==> src/rtl/baud_gen_pkg.sv <==
// Shared defaults and 50 MHz divisor constants for the fractional baud generator.
// Divisors are {integer clk cycles, sixteenths of a cycle} per sample tick.
package baud_gen_pkg;

    localparam int DEF_DIV_INT_WIDTH  = 16;
    localparam int DEF_DIV_FRAC_WIDTH = 4;
    localparam int DEF_OVERSAMPLE     = 16;

    typedef struct packed {
        logic [DEF_DIV_INT_WIDTH-1:0]  div_int;
        logic [DEF_DIV_FRAC_WIDTH-1:0] div_frac;
    } baud_div_t;

    localparam baud_div_t BAUD_9600_50M   = '{div_int: 16'd325, div_frac: 4'd8};
    localparam baud_div_t BAUD_19200_50M  = '{div_int: 16'd162, div_frac: 4'd12};
    localparam baud_div_t BAUD_115200_50M = '{div_int: 16'd27,  div_frac: 4'd2};
    localparam baud_div_t BAUD_256000_50M = '{div_int: 16'd12,  div_frac: 4'd3};

endpackage

==> src/rtl/frac_accumulator.sv <==
// Fraction accumulator: adds the fractional divisor once per sample period and
// registers the carry-out that stretches the following period by one cycle.
module frac_accumulator
    import baud_gen_pkg::*;
#(
    parameter int FRAC_WIDTH = DEF_DIV_FRAC_WIDTH
) (
    input  logic                  clk_i,
    input  logic                  rst_i,
    input  logic                  clear_i,
    input  logic                  step_i,
    input  logic [FRAC_WIDTH-1:0] frac_i,
    output logic                  carry_o
);

    logic [FRAC_WIDTH-1:0] r_acc;
    logic                  r_carry;
    logic [FRAC_WIDTH:0]   w_sum;

    assign w_sum   = {1'b0, r_acc} + {1'b0, frac_i};
    assign carry_o = r_carry;

    always_ff @(posedge clk_i) begin
        if (rst_i || clear_i) begin
            r_acc   <= '0;
            r_carry <= 1'b0;
        end else if (step_i) begin
            r_acc   <= w_sum[FRAC_WIDTH-1:0];
            r_carry <= w_sum[FRAC_WIDTH];
        end
    end

endmodule

==> src/rtl/frac_baud_generator.sv <==
// Fractional-N baud generator producing oversample and bit tick pulses.
// Define BAUD_GEN_FRAC_DIV_EN to compile in the fractional accumulator.
module frac_baud_generator
    import baud_gen_pkg::*;
#(
    parameter int DIV_INT_WIDTH  = DEF_DIV_INT_WIDTH,
    parameter int DIV_FRAC_WIDTH = DEF_DIV_FRAC_WIDTH,
    parameter int OVERSAMPLE     = DEF_OVERSAMPLE
) (
    input  logic                      clk_i,
    input  logic                      rst_i,
    input  logic                      enable_i,
    input  logic                      restart_i,
    input  logic [DIV_INT_WIDTH-1:0]  div_int_i,
    input  logic [DIV_FRAC_WIDTH-1:0] div_frac_i,
    output logic                      sample_en_o,
    output logic                      bit_en_o,
    output logic                      cfg_err_o
);

    localparam int OS_W = $clog2(OVERSAMPLE);

    logic [DIV_INT_WIDTH-1:0] r_div_int;
    logic [DIV_INT_WIDTH-1:0] r_cnt;
    logic [OS_W-1:0]          r_os_cnt;
    logic                     r_sample_en;
    logic                     r_bit_en;

    logic w_cfg_err;
    logic w_run;
    logic w_restart;
    logic w_div_changed;
    logic w_carry;
    logic w_terminal;
    logic w_clear;
    logic w_step;

    assign w_cfg_err = (div_int_i < DIV_INT_WIDTH'(2));
    assign w_run     = enable_i & ~w_cfg_err;

`ifdef BAUD_GEN_FRAC_DIV_EN
    logic [DIV_FRAC_WIDTH-1:0] r_div_frac;

    always_ff @(posedge clk_i) begin
        if (rst_i) begin
            r_div_frac <= '0;
        end else begin
            r_div_frac <= div_frac_i;
        end
    end

    assign w_div_changed = ({div_int_i, div_frac_i} != {r_div_int, r_div_frac});

    frac_accumulator #(
        .FRAC_WIDTH (DIV_FRAC_WIDTH)
    ) u_frac_accumulator (
        .clk_i   (clk_i),
        .rst_i   (rst_i),
        .clear_i (w_clear),
        .step_i  (w_step),
        .frac_i  (div_frac_i),
        .carry_o (w_carry)
    );
`else
    // Integer-only build: the fraction input has no effect on timing or restarts.
    logic w_unused_frac;
    assign w_unused_frac = ^div_frac_i;
    assign w_div_changed = (div_int_i != r_div_int);
    assign w_carry       = 1'b0;
`endif

    assign w_restart  = restart_i | w_div_changed;
    assign w_terminal = (r_cnt == (div_int_i - DIV_INT_WIDTH'(1) + DIV_INT_WIDTH'(w_carry)));
    assign w_clear    = ~w_run | w_restart;
    assign w_step     = ~w_clear & w_terminal;

    always_ff @(posedge clk_i) begin
        if (rst_i) begin
            r_div_int   <= '0;
            r_cnt       <= '0;
            r_os_cnt    <= '0;
            r_sample_en <= 1'b0;
            r_bit_en    <= 1'b0;
        end else begin
            r_div_int <= div_int_i;
            if (w_clear) begin
                // Restart beats a coinciding terminal count: no tick this cycle.
                r_cnt       <= '0;
                r_os_cnt    <= '0;
                r_sample_en <= 1'b0;
                r_bit_en    <= 1'b0;
            end else if (w_terminal) begin
                r_cnt       <= '0;
                r_sample_en <= 1'b1;
                if (r_os_cnt == OS_W'(OVERSAMPLE - 1)) begin
                    r_os_cnt <= '0;
                    r_bit_en <= 1'b1;
                end else begin
                    r_os_cnt <= r_os_cnt + OS_W'(1);
                    r_bit_en <= 1'b0;
                end
            end else begin
                r_cnt       <= r_cnt + DIV_INT_WIDTH'(1);
                r_sample_en <= 1'b0;
                r_bit_en    <= 1'b0;
            end
        end
    end

    assign sample_en_o = r_sample_en;
    assign bit_en_o    = r_bit_en;
    assign cfg_err_o   = w_cfg_err;

endmodule

==> config.mk <==
export PLATFORM = sky130hd
export DESIGN_NAME = frac_baud_generator
export DESIGN_NICKNAME = d
export VERILOG_FILES = /design/src/rtl/baud_gen_pkg.sv /design/src/rtl/frac_accumulator.sv /design/src/rtl/frac_baud_generator.sv
export SDC_FILE = /design/constraint.sdc
export NUM_CORES = 1
export LEC_CHECK = 0
export BUFFER_PORTS_ARGS = -buffer_cell sky130_fd_sc_hd__buf_2
export CORE_MARGIN = 10
export CORE_UTILIZATION = 49
export CTS_CLUSTER_DIAMETER = 40
export DETAILED_ROUTE_END_ITERATION = 7
export PLACE_DENSITY = 0.78
export SLEW_MARGIN = 15
export SYNTH_ARGS = -nofsm -noshare
export SYNTH_HDL_FRONTEND = slang
export SYNTH_SLANG_ARGS = --single-unit
==> constraint.sdc <==
create_clock -name clk_i -period 6.6 [get_ports clk_i]
set_input_delay 0.33 -clock clk_i [delete_from_list [all_inputs] [get_ports clk_i]]
set_output_delay 0.33 -clock clk_i [all_outputs]
set_load 0.005 [all_outputs]
# Word level (Yosys, flattened, before mapping)
# Index checks and enable logic that the tools add are counted.
op_classes:
  n_lt_le_gt_ge: 1
  n_addsub: 3
  reduce_logical: 3
  mux: 3
  n_eq_ne: 3
  bitwise_logic: 6
op_table:
  columns: ["op", "count"]
  rows:
  - ["adder 16 x 1 -> 16 bit, second input constant", 1]
  - ["equality test 16 bit", 1]
  - ["< comparator 16 x 2 -> 1 bit, second input constant", 1]
  - ["inequality test 16 bit", 1]
  - ["subtractor 16 x 1 -> 16 bit, second input constant", 1]
  - ["OR reduction 3 bit", 2]
  - ["adder 4 x 1 -> 4 bit, second input constant", 1]
  - ["equality test 4 bit, second input constant", 1]
  - ["2-to-1 mux 4 bit", 1]
  - ["inverter 1 bit", 3]
  - ["2-to-1 mux 1 bit", 2]
  - ["bitwise OR 1 bit", 2]
  - ["OR reduction 2 bit", 1]
  - ["bitwise AND 1 bit", 1]
word_totals:
  ff_bits: 38
  word_cells: 24
  output_inout_bits: 3
  in_bits: 24

# Depth between registers and ports, before layout
# Gate-level depths: netlist (run 1).
depth:
  ltp_word: 6
  mapped_depth: 10
  mapped_depth_nobuf: 9

# Worst setup path after synthesis (run 1)
# Ideal clock, no wire load.
synth_path:
  kind: "input-to-reg"
  start: "in div_int_i[3]"
  end: "reg r_os_cnt[3]"
  required_ps: 6530
  n_path_buf: 2
  path_stages: 9
  setup_ps: 70
  t_arrival_ps: 3043
  setup_slack_ps: 3487
  path_cell_list: "buf_6 > or4_4 > buf_6 > or4b_4 > o32ai_2 > nor2_1 > or4_4 > or4_1 > a21oi_1"
synth_via:
  elab_chain_cells: 6
  word_cells_on_any_way: 10
  cone_classes: "1 x add/sub; 1 x order compare; 2 x eq/ne; 5 x bitwise; 1 x reduce/logical"
synth_lines:
  columns: ["item", "line_no", "rtl"]
  rows:
  - ["from (decl)", "frac_baud_generator.sv:14", "input logic [DIV_INT_WIDTH-1:0] div_int_i,"]
  - ["< comparator 16 x 2 -> 1 bit", "frac_baud_generator.sv:38", "assign w_cfg_err = (div_int_i < DIV_INT_WIDTH'(2));"]
  - ["inverter 1 bit", "frac_baud_generator.sv:39", "assign w_run = enable_i & ~w_cfg_err;"]
  - ["bitwise AND 1 bit", "frac_baud_generator.sv:39", null]
  - ["inverter 1 bit", "frac_baud_generator.sv:74", "assign w_clear = ~w_run | w_restart;"]
  - ["bitwise OR 1 bit", "frac_baud_generator.sv:74", null]
  - ["OR reduction 2 bit (no line)", null, null]
  - ["to (signal assigned)", "frac_baud_generator.sv:99", "r_os_cnt <= r_os_cnt + OS_W'(1);"]
  - ["to (decl)", "frac_baud_generator.sv:25", "logic [OS_W-1:0] r_os_cnt;"]
# Several ways; a longest one is shown, not always the timed one.
# A chain may end at the register's enable or synchronous reset.

# Worst setup path in the final report (run 1)
layout_path:
  start: "in div_int_i[2]"
  end: "reg r_cnt[4]"
layout_via:
  elab_chain_cells: 6
  word_cells_on_any_way: 10
  cone_classes: "1 x add/sub; 1 x order compare; 2 x eq/ne; 5 x bitwise; 1 x reduce/logical"
layout_lines:
  columns: ["item", "line_no", "rtl"]
  rows:
  - ["branches (longest 5 deep; another with subtractor 16 x 1 -> 16 bit)", null, null]
  - ["OR reduction 3 bit (no line) *", null, null]
  - ["to (signal assigned)", "frac_baud_generator.sv:103", "r_cnt <= r_cnt + DIV_INT_WIDTH'(1);"]
  - ["to (decl)", "frac_baud_generator.sv:24", "logic [DIV_INT_WIDTH-1:0] r_cnt;"]
# Mark *: on every way between the ends.

==> flow_summary.toml, run 1 <==
[status]
status = "completed"

[power]
p_int_mw = 0.336
seq_power_share = 0.533
power.share.combinational = 0.109
irDropWorstVdd_mv = 0.0833
p_leak_nw = 0.852
clock_power_share = 0.358
swShare = 0.243
power.density_nw_per_um2 = 187
switchingPower_mw = 0.108

[routing]
num_vias = 1781
avgViaCountPerCell = 5.57
drtPass1Iterations = 4
wl_um = 4620
wl_per_cell_um = 14.4
ant_nets = 0
drt_iter0_drc = 123
drc = 0

[yosys]
ys.flop_type = "dfxtp_1"
async_flop_share = 0
synth.area.top_cells = "dfxtp_1, xor2_1, xnor2_1, nor2b_1, nor2_1"
synth_seq_area_share = 0.351
synth-edff-count = 0
synth_cells = 251
synth.avg_cell_area_sq_um = 8.64
yosys_warnings = 0
synth-seq-cells = 38
yosysMostFrequentCell = "dfxtp_1"
netlist_area_sq_um = 2170
syn-num-nets = 278
yosysTopAreaCellShare = 0.351
synth.distinct_cells = 42
ys_top_cells_by_count = "dfxtp_1, nor2_1, xor2_1, nor2b_1, xnor2_1"
synth_area_leader_cell = "dfxtp_1"

[cells_and_area]
drive_gt1_frac = 0.146
fill_cells = 420
nets = 296
areaGrowthSynthToFinish_pct = 9.23
n_antenna_cell = 0

[sta]
hold_violations = 0
worstMarginPinSlew_ns = 0.980
whs_ns = 0.321
slew-limit-headroom = 0.342
fmax_ghz = 0.318
finClkSkew_ns = 0.00457
fin_setup_tns_ns = 0
fin_crit_sh = 0.477
final-setup-viol-count = 0
final_max_slew_viol_count = 0
grt_setup_unrepaired = "no"
min_period_ns = 3.15

[hold_path]
min_path_type = "input pin to flop"
worst_hold_path.num_cells = 2
holdPathEnd = "r_div_int[15]"
hp-start = "div_int_i[15]"

[setup_path]
ff2ff_setup_slack_ns = 3.86
cp-start-kind = "input pin"
worstRegToRegCells = 6
regToRegStartpoint = "r_cnt[11]"
required_ns = 6.74
crit_path_start = "div_int_i[2]"
setup.worst_path.class = "input pin to flop"
worst_ep_arrival_time_ns = 3.29
end_kind = "flop"
r2r_end = "r_cnt[4]"
path_max_fanout = 15

[grt]
grt_use_met1 = 0.150
grt_first_pass_wirelength_um = 7930
grt_pass1_vias = 1750
busiest_layer = "met2"
grt_max_degree = 18
grtUsageTotal = 0.131
antenna_found_initial = 0
use_met3 = 0.0450
overflow = 0
use_met2 = 0.213

[place]
port_buffers = 22
gp_congestion = 0.796
dp_hpwl_um = 3490

[clock_tree]
post-cts-setup-buffer-count = 0
clk_path_buf_depth = 2
ctsResizeCount = 0
cts_made_buffers = 5
cts_max_level = 2
worstSkewPairLatency_ns = 0.29
clockRootBuffer = "clkbuf_8"
clk_pin_slew_worst_paths_ns = 0.07
clkSinkCount = 38
holdBufCountCts = 0
cts_tree = "yes"

[job]
drv_cap = 0

[floorplanning]
core_sq_um = 4320
initial_core_util = 0.501
num_rows = 24
ios = 27
die_x_um = 86.5
fp.dieH_um = 86.5
dieArea_sq_um = 7490
-- cells in the final DEF, fill, tap and decap left out, types with 2 or more instances in the layout --
cell type  synthesis  layout
o21ai_0            6       6
nand2b_1           2       2
nand4_1            6       6
nand2_1           10      10
or3_1              6       6
dfxtp_1           38      38
mux2i_1            3       3
or4_1              4       4
ha_1               3       3
o31ai_1            2       2
a31oi_1            4       4
or4_4              2       2
nor3b_1            3       3
or2_2              2       2
nor4_2             2       2
nor2b_1           23      23
clkbuf_8           0       6
nor4_1             9       9
a21oi_1            6       6
nand3_1           11      11
nor3_1             3       3
xnor2_1           19      19
and3_1             3       3
inv_1              6       6
buf_2              1      22
nor2_1            27      27
xor2_1            26      26
-- stage by stage --
| stage | area, sq um | setup WS (ns) | cells | util | total power, mW |
|---|---|---|---|---|---|
| final | 2370 | 3.45 | 320 | 0.548 | 0.444 |
| after global placement | 2290 | 3.12 | 314 | 0.529 | 0.288 |
| after CTS | 2370 | 3.41 | 320 | 0.548 | 0.448 |
| after detailed placement | 2290 | 3.11 | 314 | 0.529 | 0.290 |
| after global routing | 2370 | 3.23 | 320 | 0.548 | 0.464 |
| after floorplan | 2170 | 3.49 | 251 | - | 0.275 |
-- registers in the layout, indices dropped and copies added (netlist names) --
| signal | count |
|---|---|
| bit_en_o | 1 |
| r_cnt | 16 |
| r_os_cnt | 4 |
| r_div_int | 16 |
| sample_en_o | 1 |
-- worst max-delay path by stage --
stage	endpoint	cells after the start	slack [ns]
global placement	r_cnt[7]	8	3.12
CTS	r_cnt[4]	8	3.41
finish	r_cnt[4]	8	3.45
floorplan	r_os_cnt[3]	9	3.49
detailed placement	r_cnt[4]	8	3.11
global route	r_cnt[12]	8	3.23
-- critical path, stage by stage --
cell,delay [ns]
buf_2,0.16
or4_4,0.61
or4b_4,0.53
o32ai_2,0.20
nor2_1,0.11
or3_1,0.41
o31ai_2,0.80
nor2_1,0.12
-- cell type report --
class                      instances  area, sq um  share of cell area
multi-input combinational        196         1330               0.560
sequential                        38          761               0.321
timing repair buffer              22          110              0.0465
clock buffer                       6         82.6              0.0349
tap                               52         65.1              0.0275
inverter                           6         22.5             0.00951
-- power groups by stage --
stage               clock (mW)  sequential [mW]  combinational, mW
floorplan                    0            0.241             0.0333
global placement             0            0.242             0.0466
detailed placement           0            0.242             0.0481
CTS                      0.163            0.237             0.0486
global route             0.173            0.237             0.0537
finish                   0.159            0.237             0.0484
-- metal layers --
layer,up-vias,wire length [um]
li1,906,-
met1,832,2070
met2,32,2170
met3,11,265
met4,0,115
met5,-,0
-- cell families (layout without fill, tap and decap cells) --
logic type                 Yosys count  count (layout)  share of synthesized area
adders and majority gates            3               3                     0.0173
buffers and inverters               17              34                     0.0369
muxes                                4               4                     0.0190
and+or+nand+nor                    119             119                      0.316
DFF                                 38              38                      0.351
AOI/OAI and AO/OA                   25              25                     0.0785
xor gates and xnor gates            45              45                      0.182
(Power assumes the default switching activity.)
==> run 2, diff against run 1 <==
==> constraint.sdc (replaced) <==
create_clock -name clk_i -period 2.97 [get_ports clk_i]
set_input_delay 0.1485 -clock clk_i [delete_from_list [all_inputs] [get_ports clk_i]]
set_output_delay 0.1485 -clock clk_i [all_outputs]
set_load 0.005 [all_outputs]
==> run 2 against run 1 <==
Effect of this change:
- register-to-register slack got worse by 3.4 ns
- flip-flop and latch count unchanged
- final area increased by 3.9%
- sequential share of layout area decreased by 1.2 points
- first-iteration DRC count increased by 5.7%
- count of clock-buffer cells in the layout increased by 1
- global-route usage decreased by 0.15 points
- wire length increased by 2.2%
- clock power increased by 110%
- via count increased by 2.0%
- core utilization increased by 2.1 points
- sequential power increased by 120%
==> flow_summary.toml, run 2 (same netlist as run 1, synthesis figures left out) <==
[routing]
avgViaCountPerCell = 5.44
wl_per_cell_um = 14.1
wl_um = 4720
drc = 0
num_vias = 1817
drt_iter0_drc = 130
ant_nets = 0
drtPass1Iterations = 4

[setup_path]
worst_ep_arrival_time_ns = 2.91
setup.worst_path.class = "input pin to flop"
r2r_end = "r_os_cnt[3]"
cp_top_family = "simple AND/OR/NAND/NOR gates"
ff2ff_setup_slack_ns = 0.42
worstRegToRegCells = 6
regToRegStartpoint = "r_cnt[11]"
cpMostUsedCell = "or4_4"
end_kind = "flop"
cp-start-kind = "input pin"
required_ns = 3.20
path_max_fanout = 7
worstPathCellList = "buf_2 -> or4_4 -> buf_4 -> nor4_2 -> nor3b_1 -> xnor2_1 -> or4_4 -> or4_1 -> a21oi_1"
cp_num_buf_inv = 2
cp_slowest_cell = "or4_4"
slowest_delay_ns = 0.54

[clock_tree]
ctsResizeCount = 0
clk_path_buf_depth = 2
clk_pin_slew_worst_paths_ns = 0.07
clkSinkCount = 38
cts_max_level = 2
cts_made_buffers = 5
post-cts-setup-buffer-count = 0
clockRootBuffer = "clkbuf_8"
worstSkewPairLatency_ns = 0.29
cts_tree = "yes"
holdBufCountCts = 0

[sta]
grt_setup_unrepaired = "no"
min_period_ns = 2.68
final_max_slew_viol_count = 0
finClkSkew_ns = 0.00637
final-setup-viol-count = 0
hold_violations = 0
fin_setup_tns_ns = 0
fmax_ghz = 0.374
whs_ns = 0.152
worstMarginPinSlew_ns = 0.532
slew-limit-headroom = 0.642
fin_crit_sh = 0.901

[hold_path]
holdPathEnd = "r_div_int[15]"
hp-start = "div_int_i[15]"
worst_hold_path.num_cells = 2
min_path_type = "input pin to flop"

[power]
power.density_nw_per_um2 = 397
p_leak_nw = 0.908
p_total_mw = 0.977
irDropWorstVdd_mv = 0.168

[place]
port_buffers = 22
dp_hpwl_um = 3720
gp_congestion = 0.874

[floorplanning]
fp.dieH_um = 86.5
dieArea_sq_um = 7490
ios = 27
core_sq_um = 4320
initial_core_util = 0.501
die_x_um = 86.5
num_rows = 24

[grt]
grt_max_degree = 18
antenna_found_initial = 0
grtUsageTotal = 0.130
grt_first_pass_wirelength_um = 7780
grt_pass1_vias = 1697
overflow = 0

[cells_and_area]
final_common_cell = "dfxtp_1"
nets = 309
drive_gt1_frac = 0.181
areaGrowthSynthToFinish_pct = 13.4
reg_top3 = "r_cnt (16), r_div_int (16), r_os_cnt (4)"
fill_cells = 405
n_antenna_cell = 0
layout_common_cells = "dfxtp_1, nor2_1, xor2_1"

[job]
drv_cap = 0

[status]
status = "completed"
-- run 2: cell types whose count changed in the layout (fill, tap and decap cells not counted) --
cell and change:
buf_4 +13, clkbuf_1 +2, clkbuf_8 -1
-- run 2: metal layers --
| layer | vias to the layer above | global-route usage | wire [um] |
|---|---|---|---|
| met2 | 25 | 0.205 | 2290 |
| li1 | 935 | - | - |
| met4 | 0 | 0.0619 | 82 |
| met3 | 7 | 0.0366 | 212 |
| met5 | - | 0 | 0 |
| met1 | 850 | 0.157 | 2140 |
-- run 2: worst max-delay path by stage --
stage                             from          end  slack [ns]  cells past startpoint
after global placement    div_int_i[2]  r_os_cnt[3]        0.05                      8
after floorplan           div_int_i[3]  r_os_cnt[3]        0.04                      9
after CTS                 div_int_i[2]  r_os_cnt[3]        0.31                      9
after detailed placement  div_int_i[2]  r_os_cnt[3]        0.02                      9
after global routing      div_int_i[2]  r_os_cnt[3]        0.18                      9
final                     div_int_i[2]  r_os_cnt[3]        0.29                      9
-- run 2: final cells by class --
type / instances / area, sq um / area share
Multi-Input combinational cell: 196 / 1330 / 0.540
Timing Repair Buffer: 35 / 208 / 0.0844
Inverter: 6 / 22.5 / 0.00916
Clock buffer: 7 / 76.3 / 0.0310
Tap cell: 52 / 65.1 / 0.0264
Sequential cell: 38 / 761 / 0.309
-- run 2: stage by stage --
stage	worst slack, ns	cells	util	area [sq um]
finish	0.295	334	0.569	2460
floorplan	0.0381	251	-	2170
CTS	0.314	334	0.569	2460
detailed placement	0.0177	327	0.551	2380
global placement	0.0487	327	0.551	2380
global route	0.180	334	0.569	2460
-- run 2: where the power goes --
group          switching, mW  leakage [nW]  total, mW  internal (mW)
logic                 0.0637         0.559      0.118         0.0542
registers            0.00457         0.310      0.526          0.521
clock network          0.172        0.0383      0.334          0.162
total                  0.241         0.908      0.977          0.737
==> run 3, diff against run 2 <==
--- a/config.mk
+++ b/config.mk
@@ -5,12 +5,15 @@
 export SDC_FILE = /design/constraint.sdc
 export NUM_CORES = 1
 export LEC_CHECK = 0
+export ABC_AREA = 1
 export BUFFER_PORTS_ARGS = -buffer_cell sky130_fd_sc_hd__buf_2
+export CELL_PAD_IN_SITES_DETAIL_PLACEMENT = 1
+export CELL_PAD_IN_SITES_GLOBAL_PLACEMENT = 1
 export CORE_MARGIN = 10
-export CORE_UTILIZATION = 49
+export CORE_UTILIZATION = 41
 export CTS_CLUSTER_DIAMETER = 40
 export DETAILED_ROUTE_END_ITERATION = 7
-export PLACE_DENSITY = 0.78
+export PLACE_DENSITY = 0.88
 export SLEW_MARGIN = 15
 export SYNTH_ARGS = -nofsm -noshare
 export SYNTH_HDL_FRONTEND = slang
==> run 3 against run 2 <==
Effect of this change:
- global-route usage rose by 1.8 points
- count of clock-buffer cells in the layout grew 1
- wire length increased by 31%
- clock power rose by 25%
- clock skew hardly changed
- flip-flop and latch count unchanged
- core utilization is 9.4 points lower
- worst hold slack worse by 0.0090 ns
- power up 8.4%
- synthesized cell count up 41%
- cell count up 36%
- critical path type is now flop to flop
- critical endpoint is now r_cnt[12]
- largest cell class unchanged
- largest power group unchanged
- highest routed layer unchanged
==> flow_summary.toml, run 3 <==
[grt]
use_met2 = 0.273
grt_max_degree = 18
grt_pass1_vias = 2434
antenna_found_initial = 0
busiest_layer = "met2"
grtUsageTotal = 0.147
use_met3 = 0.0314
grt_use_met1 = 0.157
overflow = 0
grt_first_pass_wirelength_um = 10800

[setup_path]
end_kind = "flop"
cp_slowest_cell = "dfxtp_1"
path_max_fanout = 6
slowest_delay_ns = 0.46
setup.worst_path.class = "flop to flop"
worstPathCellList = "ha_1 -> nand2_1 -> nor2_1 -> inv_1 -> nor3_2 -> nand3_1 -> nor2_1 -> nand2_1 -> nor2_1 -> xor2_1 -> inv_1 -> nor2_2"
cpMostUsedCell = "nor2_1"
crit_path_start = "r_cnt[0]"
worstRegToRegCells = 12
critPathCapture = "r_cnt[12]"
required_ns = 3.21
regToRegStartpoint = "r_cnt[0]"
r2r_end = "r_cnt[12]"
ff2ff_setup_slack_ns = 0.84
worst_ep_arrival_time_ns = 2.36
cp-start-kind = "flop"

[sta]
worstMarginPinSlew_ns = 0.382
final-setup-viol-count = 0
fmax_ghz = 0.470
fin_crit_sh = 0.716
fin_setup_tns_ns = 0
finClkSkew_ns = 0.00608
min_period_ns = 2.13
grt_setup_unrepaired = "no"
final_max_slew_viol_count = 0
slew-limit-headroom = 0.744
hold_violations = 0

[yosys]
synth_seq_area_share = 0.324
synth-seq-cells = 38
synth_cells = 355
synth.area.top_cells = "dfxtp_1, nand2_1, nor2_1, inv_1, xor2_1"
netlist_area_sq_um = 2350
synth_area_leader_cell = "dfxtp_1"
yosys_warnings = 0
synth.avg_cell_area_sq_um = 6.61
yosysMostFrequentCell = "nand2_1"
synth.distinct_cells = 29
ys_top_cells_by_count = "nand2_1, nor2_1, inv_1, dfxtp_1, nand3_1"
synth-edff-count = 0
syn-num-nets = 382
ys.flop_type = "dfxtp_1"
yosysTopAreaCellShare = 0.324
async_flop_share = 0

[routing]
num_vias = 2254
wl_um = 6210
drc = 0
drtPass1Iterations = 4
ant_nets = 0
avgViaCountPerCell = 4.96
drt_iter0_drc = 67
wl_per_cell_um = 13.7

[cells_and_area]
reg_top3 = "r_cnt (16), r_div_int (16), r_os_cnt (4)"
final_common_cell = "nand2_1"
drive_gt1_frac = 0.154
nets = 408
n_antenna_cell = 0
layout_common_cells = "nand2_1, nor2_1, inv_1"
final_area_sq_um = 2630
fill_cells = 756
areaGrowthSynthToFinish_pct = 12.1

[floorplanning]
num_rows = 27
initial_core_util = 0.423
ios = 27
core_sq_um = 5540
dieArea_sq_um = 9150
fp.dieH_um = 95.6
die_x_um = 95.6

[hold_path]
min_path_type = "input pin to flop"

[power]
power.density_nw_per_um2 = 403
p_total_mw = 1.06
p_leak_nw = 1.17
irDropWorstVdd_mv = 0.172

[job]
drv_cap = 0

[place]
postPlaceCellArea_sq_um = 2520
port_buffers = 22
dp_hpwl_um = 5080
gp_congestion = 0.835

[clock_tree]
cts_tree = "yes"
clockRootBuffer = "clkbuf_8"
worstSkewPairLatency_ns = 0.29
cts_max_level = 2
ctsResizeCount = 0
cts_made_buffers = 5
post-cts-setup-buffer-count = 0
clkSinkCount = 38
clk_path_buf_depth = 2
clk_pin_slew_worst_paths_ns = 0.08
holdBufCountCts = 0

[status]
status = "completed"
-- run 3: power breakdown --
part / leakage, nW / internal, mW / total (mW) / switching [mW]
clock network: 0.0575 / 0.234 / 0.416 / 0.181
registers: 0.310 / 0.521 / 0.526 / 0.00492
logic: 0.806 / 0.0412 / 0.118 / 0.0769
-- run 3: kinds of logic (layout without fill, tap and decap cells) --
| group | after synthesis | in the layout | share of synthesized area |
|---|---|---|---|
| adder cells (fa/ha/maj) | 3 | 3 | 0.0160 |
| flip-flops | 38 | 38 | 0.324 |
| XOR/XNOR | 23 | 23 | 0.0859 |
| AND/OR/NAND/NOR | 220 | 220 | 0.433 |
| buffers and inverters | 57 | 84 | 0.0981 |
| AO/OA/AOI/OAI | 14 | 14 | 0.0432 |
-- run 3: worst min-delay path by stage --
stage          depth (start not counted)    startpoint            to  slack [ns]
3_5_place_dp                           3  div_int_i[8]  r_div_int[8]        0.45
5_1_grt                                3  div_int_i[8]  r_div_int[8]        0.16
2_1_floorplan                          2  div_int_i[8]  r_div_int[8]        0.26
4_1_cts                                3  div_int_i[8]  r_div_int[8]        0.14
3_3_place_gp                           3  div_int_i[8]  r_div_int[8]        0.44
6_report                               3  div_int_i[8]  r_div_int[8]        0.14
-- run 3: cell type report --
class,instances,area [sq um],share of cell area
inverter,54,203,0.0771
multi-input combinational,260,1360,0.515
timing repair buffer,22,110,0.0419
sequential,38,761,0.289
tap,72,90.1,0.0343
clock buffer,8,110,0.0419
-- run 3: per-layer routing --
metal,vias up,share of wire
met3,15,0.036
met4,0,0.029
met1,1064,0.43
li1,1149,-
met5,-,0
met2,26,0.50
-- run 3: through the flow --
step                      worst slack (ns)  utilization  instances  hold slack, ns
after floorplan                       1.27            -        355           0.255
after global placement               0.872        0.455        446           0.443
after detailed placement             0.842        0.455        446           0.449
after CTS                            0.823        0.474        454           0.139
after global routing                 0.539        0.474        454           0.155
final                                0.844        0.474        454           0.143
-- run 3: worst max-delay path: cells and delay by family, from the launching register on --
| family | cells | cell delay (ns) |
|---|---|---|
| and+or+nand+nor | 8 | 1.06 |
| DFF | 1 | 0.46 |
| adders and majority gates | 1 | 0.21 |
| buffers and inverters | 2 | 0.16 |
| xor gates and xnor gates | 1 | 0.17 |
